$ cat src/rtl/i2c_target_regfile.sv
// rtl/i2c_target_regfile.sv - I2C target exposing an 8-bit register file with auto-incrementing pointer
// Optional general-call support: define I2C_GENCALL_EN.
module i2c_target_regfile #(
    parameter logic [6:0] TARGET_ADDR = 7'h20,
    parameter int         REG_COUNT   = 32,
    parameter int         SYNC_STAGES = 2
) (
    input  logic                   clock,
    input  logic                   reset_n,
    input  logic                   scl_in,
    input  logic                   sda_in,
    output logic                   sda_oe,
    output logic [8*REG_COUNT-1:0] regs_packed,
    output logic                   wr_strobe,
    output logic [7:0]             wr_index,
    output logic                   busy
);

    localparam int         IW        = (REG_COUNT > 1) ? $clog2(REG_COUNT) : 1;
    localparam logic [8:0] REG_LIMIT = 9'(REG_COUNT);
    localparam logic [7:0] PTR_LAST  = 8'(REG_COUNT - 1);

    typedef enum logic [3:0] {
        IDLE, ADDR, ADDR_ACK, PTR, PTR_ACK, WDATA, WDATA_ACK, RDATA, RACK, IGNORE
    } state_t;

    logic [SYNC_STAGES-1:0] scl_sync, sda_sync;
    logic scl_d, sda_d;

    always_ff @(posedge clock or negedge reset_n) begin
        if (!reset_n) begin
            scl_sync <= '1;
            sda_sync <= '1;
            scl_d    <= 1'b1;
            sda_d    <= 1'b1;
        end else begin
            scl_sync <= {scl_sync[SYNC_STAGES-2:0], scl_in};
            sda_sync <= {sda_sync[SYNC_STAGES-2:0], sda_in};
            scl_d    <= scl_sync[SYNC_STAGES-1];
            sda_d    <= sda_sync[SYNC_STAGES-1];
        end
    end

    logic scl_s, sda_s, scl_rise, scl_fall, bus_start, bus_stop;
    assign scl_s     = scl_sync[SYNC_STAGES-1];
    assign sda_s     = sda_sync[SYNC_STAGES-1];
    assign scl_rise  = scl_s & ~scl_d;
    assign scl_fall  = ~scl_s & scl_d;
    // SCL must be high on both samples so a data change racing an SCL edge is not a START/STOP
    assign bus_start = scl_s & scl_d & ~sda_s & sda_d;
    assign bus_stop  = scl_s & scl_d & sda_s & ~sda_d;

    state_t     state, state_n;
    logic [3:0] bit_cnt, bit_cnt_n;
    logic [7:0] shift, shift_n, tx, tx_n, ptr, ptr_n;
    logic       rw, rw_n, mack, mack_n, sda_oe_n, wr_en;
    logic [7:0] regs [REG_COUNT];
    logic [7:0] ptr_inc, rd_cur, rd_next;
    logic       addr_hit;

    assign ptr_inc = (ptr == PTR_LAST) ? 8'd0 : ptr + 8'd1;
    assign rd_cur  = regs[ptr[IW-1:0]];
    assign rd_next = regs[ptr_inc[IW-1:0]];

`ifdef I2C_GENCALL_EN
    assign addr_hit = (shift[7:1] == TARGET_ADDR) || (shift == 8'h00);
`else
    assign addr_hit = (shift[7:1] == TARGET_ADDR);
`endif

    always_ff @(posedge clock or negedge reset_n) begin
        if (!reset_n) begin
            state   <= IDLE;
            bit_cnt <= 4'd0;
            shift   <= 8'h00;
            tx      <= 8'h00;
            ptr     <= 8'h00;
            rw      <= 1'b0;
            mack    <= 1'b0;
            sda_oe  <= 1'b0;
        end else begin
            state   <= state_n;
            bit_cnt <= bit_cnt_n;
            shift   <= shift_n;
            tx      <= tx_n;
            ptr     <= ptr_n;
            rw      <= rw_n;
            mack    <= mack_n;
            sda_oe  <= sda_oe_n;
        end
    end

    always_comb begin
        state_n   = state;
        bit_cnt_n = bit_cnt;
        shift_n   = shift;
        tx_n      = tx;
        ptr_n     = ptr;
        rw_n      = rw;
        mack_n    = mack;
        sda_oe_n  = sda_oe;
        wr_en     = 1'b0;
        if (bus_start) begin
            state_n   = ADDR;
            bit_cnt_n = 4'd0;
        end else if (bus_stop) begin
            state_n  = IDLE;
            sda_oe_n = 1'b0;
        end else begin
            // receive states share the shift-in path; decisions happen on the fall after bit 8
            if ((state == ADDR || state == PTR || state == WDATA) && scl_rise && bit_cnt < 4'd8) begin
                shift_n   = {shift[6:0], sda_s};
                bit_cnt_n = bit_cnt + 4'd1;
            end
            case (state)
                ADDR: if (scl_fall && bit_cnt == 4'd8) begin
                    if (addr_hit) begin
                        state_n  = ADDR_ACK;
                        rw_n     = shift[0];
                        sda_oe_n = 1'b1;
                    end else begin
                        state_n  = IGNORE;
                        sda_oe_n = 1'b0;
                    end
                end
                ADDR_ACK: if (scl_fall) begin
                    bit_cnt_n = 4'd0;
                    if (rw) begin
                        state_n  = RDATA;
                        sda_oe_n = ~rd_cur[7];
                        tx_n     = {rd_cur[6:0], 1'b0};
                    end else begin
                        state_n  = PTR;
                        sda_oe_n = 1'b0;
                    end
                end
                PTR: if (scl_fall && bit_cnt == 4'd8) begin
                    if ({1'b0, shift} < REG_LIMIT) begin
                        state_n  = PTR_ACK;
                        ptr_n    = shift;
                        sda_oe_n = 1'b1;
                    end else begin
                        state_n  = IGNORE;
                        sda_oe_n = 1'b0;
                    end
                end
                PTR_ACK: if (scl_fall) begin
                    state_n   = WDATA;
                    bit_cnt_n = 4'd0;
                    sda_oe_n  = 1'b0;
                end
                WDATA: if (scl_fall && bit_cnt == 4'd8) begin
                    state_n  = WDATA_ACK;
                    sda_oe_n = 1'b1;
                end
                WDATA_ACK: if (scl_fall) begin
                    wr_en     = 1'b1;
                    ptr_n     = ptr_inc;
                    state_n   = WDATA;
                    bit_cnt_n = 4'd0;
                    sda_oe_n  = 1'b0;
                end
                RDATA: begin
                    if (scl_rise) bit_cnt_n = bit_cnt + 4'd1;
                    if (scl_fall) begin
                        if (bit_cnt == 4'd8) begin
                            state_n  = RACK;
                            sda_oe_n = 1'b0;
                        end else begin
                            sda_oe_n = ~tx[7];
                            tx_n     = {tx[6:0], 1'b0};
                        end
                    end
                end
                RACK: begin
                    if (scl_rise) mack_n = ~sda_s;
                    if (scl_fall) begin
                        if (mack) begin
                            state_n   = RDATA;
                            bit_cnt_n = 4'd0;
                            ptr_n     = ptr_inc;
                            sda_oe_n  = ~rd_next[7];
                            tx_n      = {rd_next[6:0], 1'b0};
                        end else begin
                            state_n  = IGNORE;
                            sda_oe_n = 1'b0;
                        end
                    end
                end
                default: ;
            endcase
        end
    end

    always_ff @(posedge clock or negedge reset_n) begin
        if (!reset_n) begin
            for (int i = 0; i < REG_COUNT; i++) regs[i] <= 8'h00;
            wr_strobe <= 1'b0;
            wr_index  <= 8'h00;
        end else begin
            wr_strobe <= wr_en;
            if (wr_en) begin
                regs[ptr[IW-1:0]] <= shift;
                wr_index          <= ptr;
            end
        end
    end

    for (genvar k = 0; k < REG_COUNT; k++) begin : g_pack
        assign regs_packed[8*k +: 8] = regs[k];
    end

    assign busy = (state != IDLE) && (state != IGNORE);

endmodule
$ cat config.mk
export PLATFORM = sky130hd
export DESIGN_NAME = i2c_target_regfile
export DESIGN_NICKNAME = d
export VERILOG_FILES = /design/src/rtl/i2c_target_regfile.sv
export SDC_FILE = /design/constraint.sdc
export NUM_CORES = 1
export LEC_CHECK = 0
export ABC_AREA = 1
export CAP_MARGIN = 10
export CORE_MARGIN = 8
export CORE_UTILIZATION = 40
export CTS_CLUSTER_DIAMETER = 40
export DETAILED_ROUTE_END_ITERATION = 10
export GPL_ROUTABILITY_DRIVEN = 0
export PLACE_DENSITY_LB_ADDON = 0.12
export SKIP_LAST_GASP = 1
export SYNTH_ARGS = -nofsm -noshare
export SYNTH_HDL_FRONTEND = slang
export SYNTH_SLANG_ARGS = --single-unit
export TNS_END_PERCENT = 10
$ cat constraint.sdc
create_clock -name clock -period 4.2 [get_ports clock]
set_input_delay 0.84 -clock clock [delete_from_list [all_inputs] [get_ports clock]]
set_output_delay 0.84 -clock clock [all_outputs]
set_load 0.03 [all_outputs]
==> impl_metrics.ini <==
[yosys]
yosysTopAreaCell = dfrtp_1
ys.flop_type = dfrtp_1
seq_area_frac_synth_pct = 45.26
yosysMostFrequentCell = nand2_1
synth_nets = 2304
synth_top_area_share_pct = 44.33
yosysWarnings = 0
ys_ff_latch = 305
synth.distinct_cells = 44
async_flop_share_pct = 100.0
synth-edff-count = 0
syn-cell-area_um2 = 16880
synth_area_leaders = dfrtp_1 44%, nand2_1 14%, o21ai_0 11%
netlist_instances = 2294
synth_area_per_cell_um2 = 7.358
yosys-top-cells-count = 622 x nand2_1, 378 x o21ai_0, 299 x dfrtp_1, 259 x nand3_1, 199 x nor2_1

[timing]
worstMarginPinSlew_ns = 1.078
fin_hold_ws_ns = 0.3135
final_hold_viol_count = 0
fin_crit_ns = 3.189
fin_ws_ns = 1.011
slew_viol_final = 0
maxClockFrequency_mhz = 313.6
period_share_pct = 75.92
setup_viol = 0
skew_ns = 0.01661
fin_setup_tns_ns = 0
grt_setup_unrepaired = no
timing.max_slew.rel_slack_pct = 28.11

[detailed_routing]
ant_nets = 0
wire_per_inst_um = 24.21
drt_iter0_drc = 2845
vias_per_cell = 5.908
drcViolationCount = 0
wirelength_um = 73800
num_vias = 18010
dr.pass1.iters = 6

[global_routing]
grt_busiest_layer = met2
grt_pass1_wl_um = 110700
antenna_found_initial = 0
grt_overflow = 0
grtUsageMet1_pct = 39.96
use_met3_pct = 6.758
grt_max_degree = 104
grt_usage_pct = 29.07
grt_pass1_vias = 16660
met2_usage_pct = 44.22

[clocking]
clock-root-buffer = clkbuf_16
clock_sinks = 305
insertion_delay_ns = 0.58
post_cts_buffers = 0
cts.clk_slew.worst_paths_ns = 0.06
cts.repair.resized = 0
cts_buffers = 46
hold_buffers = 0
cts_tree = built
clockBufferDepth = 3
htreeDepth = 2

[critical_path]
crit_path_end_kind = register
critPathSlowestCell = nand2_4
path_class = register to register
path_cells = ha_1, nand2_1, nor2_1, nand3_2, nand2_4, inv_2, nand3_1, nand2_1, inv_1, nand2_1, nand2_1, nand2_1, nand3_1, nand2_1, nand2_1, nand2_1
cp.required_ns = 4.66
cp.arrival_ns = 3.65
worst-path-max-fanout = 36
max_stage_delay_ns = 0.51
cp-start-kind = register
cp_common_cell = nand2_1

[floorplan]
io_pins = 271
die-area_um2 = 49030
rows = 75
fp.dieW_um = 221.4
fp.dieH_um = 221.4
core_area_um2 = 41760
start_util_pct = 40.42

[power_and_ir_drop]
swShare_pct = 44.26
power.internal_w = 0.006687
power_switching_w = 0.005311
power_density_nw_per_um2 = 563.4
p_clk_share_pct = 32.6
pwr-share-seq_pct = 27.1
p_total_w = 0.01200
static-leakage-power_nw = 9.059
pwr-share-comb_pct = 40.3
ir_drop_v = 0.0003415

[placement]
pre_cts_ws_ns = 1.127
placed_area_um2 = 19720
dp_hpwl_um = 51520
portBuffers = 270

[run_status]
status = completed

[finish]
nNetsFinal = 2481
drive_above_1_share_pct = 7.174
fin_area_um2 = 21290
area_delta_synth_final_pct = 26.16

[run]
max_cap_violations = 0

[min_path]
hold_class = input port to async pin
## cell type report
class                      count  area [um2]
antenna                        1       2.502
tap                          539       674.4
clock buffer                  60        1287
sequential                   305        7645
multi-input combinational   1741        8133
fill                        3993       20460
timing repair buffer         301        2978
inverter                      76       292.8
clock inverter                26       281.5
## cells by family (layout without fill, tap and decap cells)
kind of cell / Yosys count / count (layout) / synth area share [%]
adders and majority gates: 6 / 6 / 0.4448
DFF: 305 / 305 / 45.26
AOI/OAI and AO/OA: 593 / 593 / 18.81
and+or+nand+nor: 1139 / 1139 / 28.68
xor gates and xnor gates: 3 / 3 / 0.1557
buffers and inverters: 248 / 463 / 6.642
other: 0 / 1 / 0
## layout by cell type (no fill, tap or decap), types with 6 or more instances in the layout
cell	Yosys	layout
nand2_1	622	622
o21ai_0	378	378
dfrtp_1	299	297
clkdlybuf4s50_1	0	269
nand3_1	259	258
nor2_1	199	199
a21oi_1	80	80
inv_1	66	61
clkbuf_16	0	49
o22ai_1	48	48
o21ai_1	45	45
buf_4	7	28
o21ai_2	20	20
nand4_1	19	19
inv_2	7	11
nand2_4	9	10
clkbuf_1	85	9
inv_6	0	8
nor3_1	8	8
o211ai_1	7	7
ha_1	6	6
clkinvlp_4	0	6
dfstp_2	6	6
## state kept, by name, summed over array words and instances, names as in the netlist
name         count
regs_packed    256
ptr              8
shift            8
wr_index         8
tx               7
bit_cnt          4
state            4
scl_sync         2
sda_sync         2
mack             1
rw               1
scl_d            1
sda_d            1
sda_oe           1
wr_strobe        1
## stage by stage
| step | util [%] | cells |
|---|---|---|
| CTS | 50.99 | 3048 |
| global placement | 47.23 | 2962 |
| finish | 50.99 | 3049 |
| global route | 50.99 | 3048 |
| detailed placement | 47.23 | 2962 |
| floorplan | - | 2294 |
## power by group through the flow
stage	clock, W	sequential (W)	combinational [W]
after detailed placement	0	0.00329	0.00466
final	0.00391	0.00325	0.00484
after global routing	0.00408	0.00325	0.00520
after floorplan	0	0.00323	0.00323
after CTS	0.00396	0.00324	0.00467
after global placement	0	0.00328	0.00463
## final timing paths
path	start	to	slack, ns	depth (start not counted)
worst max-delay path	ptr[0]	sda_oe	1.01	16
worst min-delay path	reset_n	regs_packed[184]	0.31	1
worst max register to register	ptr[0]	sda_oe	1.01	16
worst min register to register	sda_sync[0]	sda_sync[1]	0.36	0
max in group asynchronous	reset_n	regs_packed[3]	2.78	2
min in group clock	sda_sync[0]	sda_sync[1]	0.36	0
## per-layer routing
metal  share of wire, %  wire [um]
met1                 41      30460
met2                 44      32730
met3                 11       7803
met4                3.8       2800
met5                  0          0
## critical path: cells and delay by family (launching register included)
kind,cells,cell delay (ns)
fa+ha+maj,1,0.26
buf+inv,2,0.48
flops,1,0.45
simple gates,13,1.86
Power figures use the tool's default switching activity.
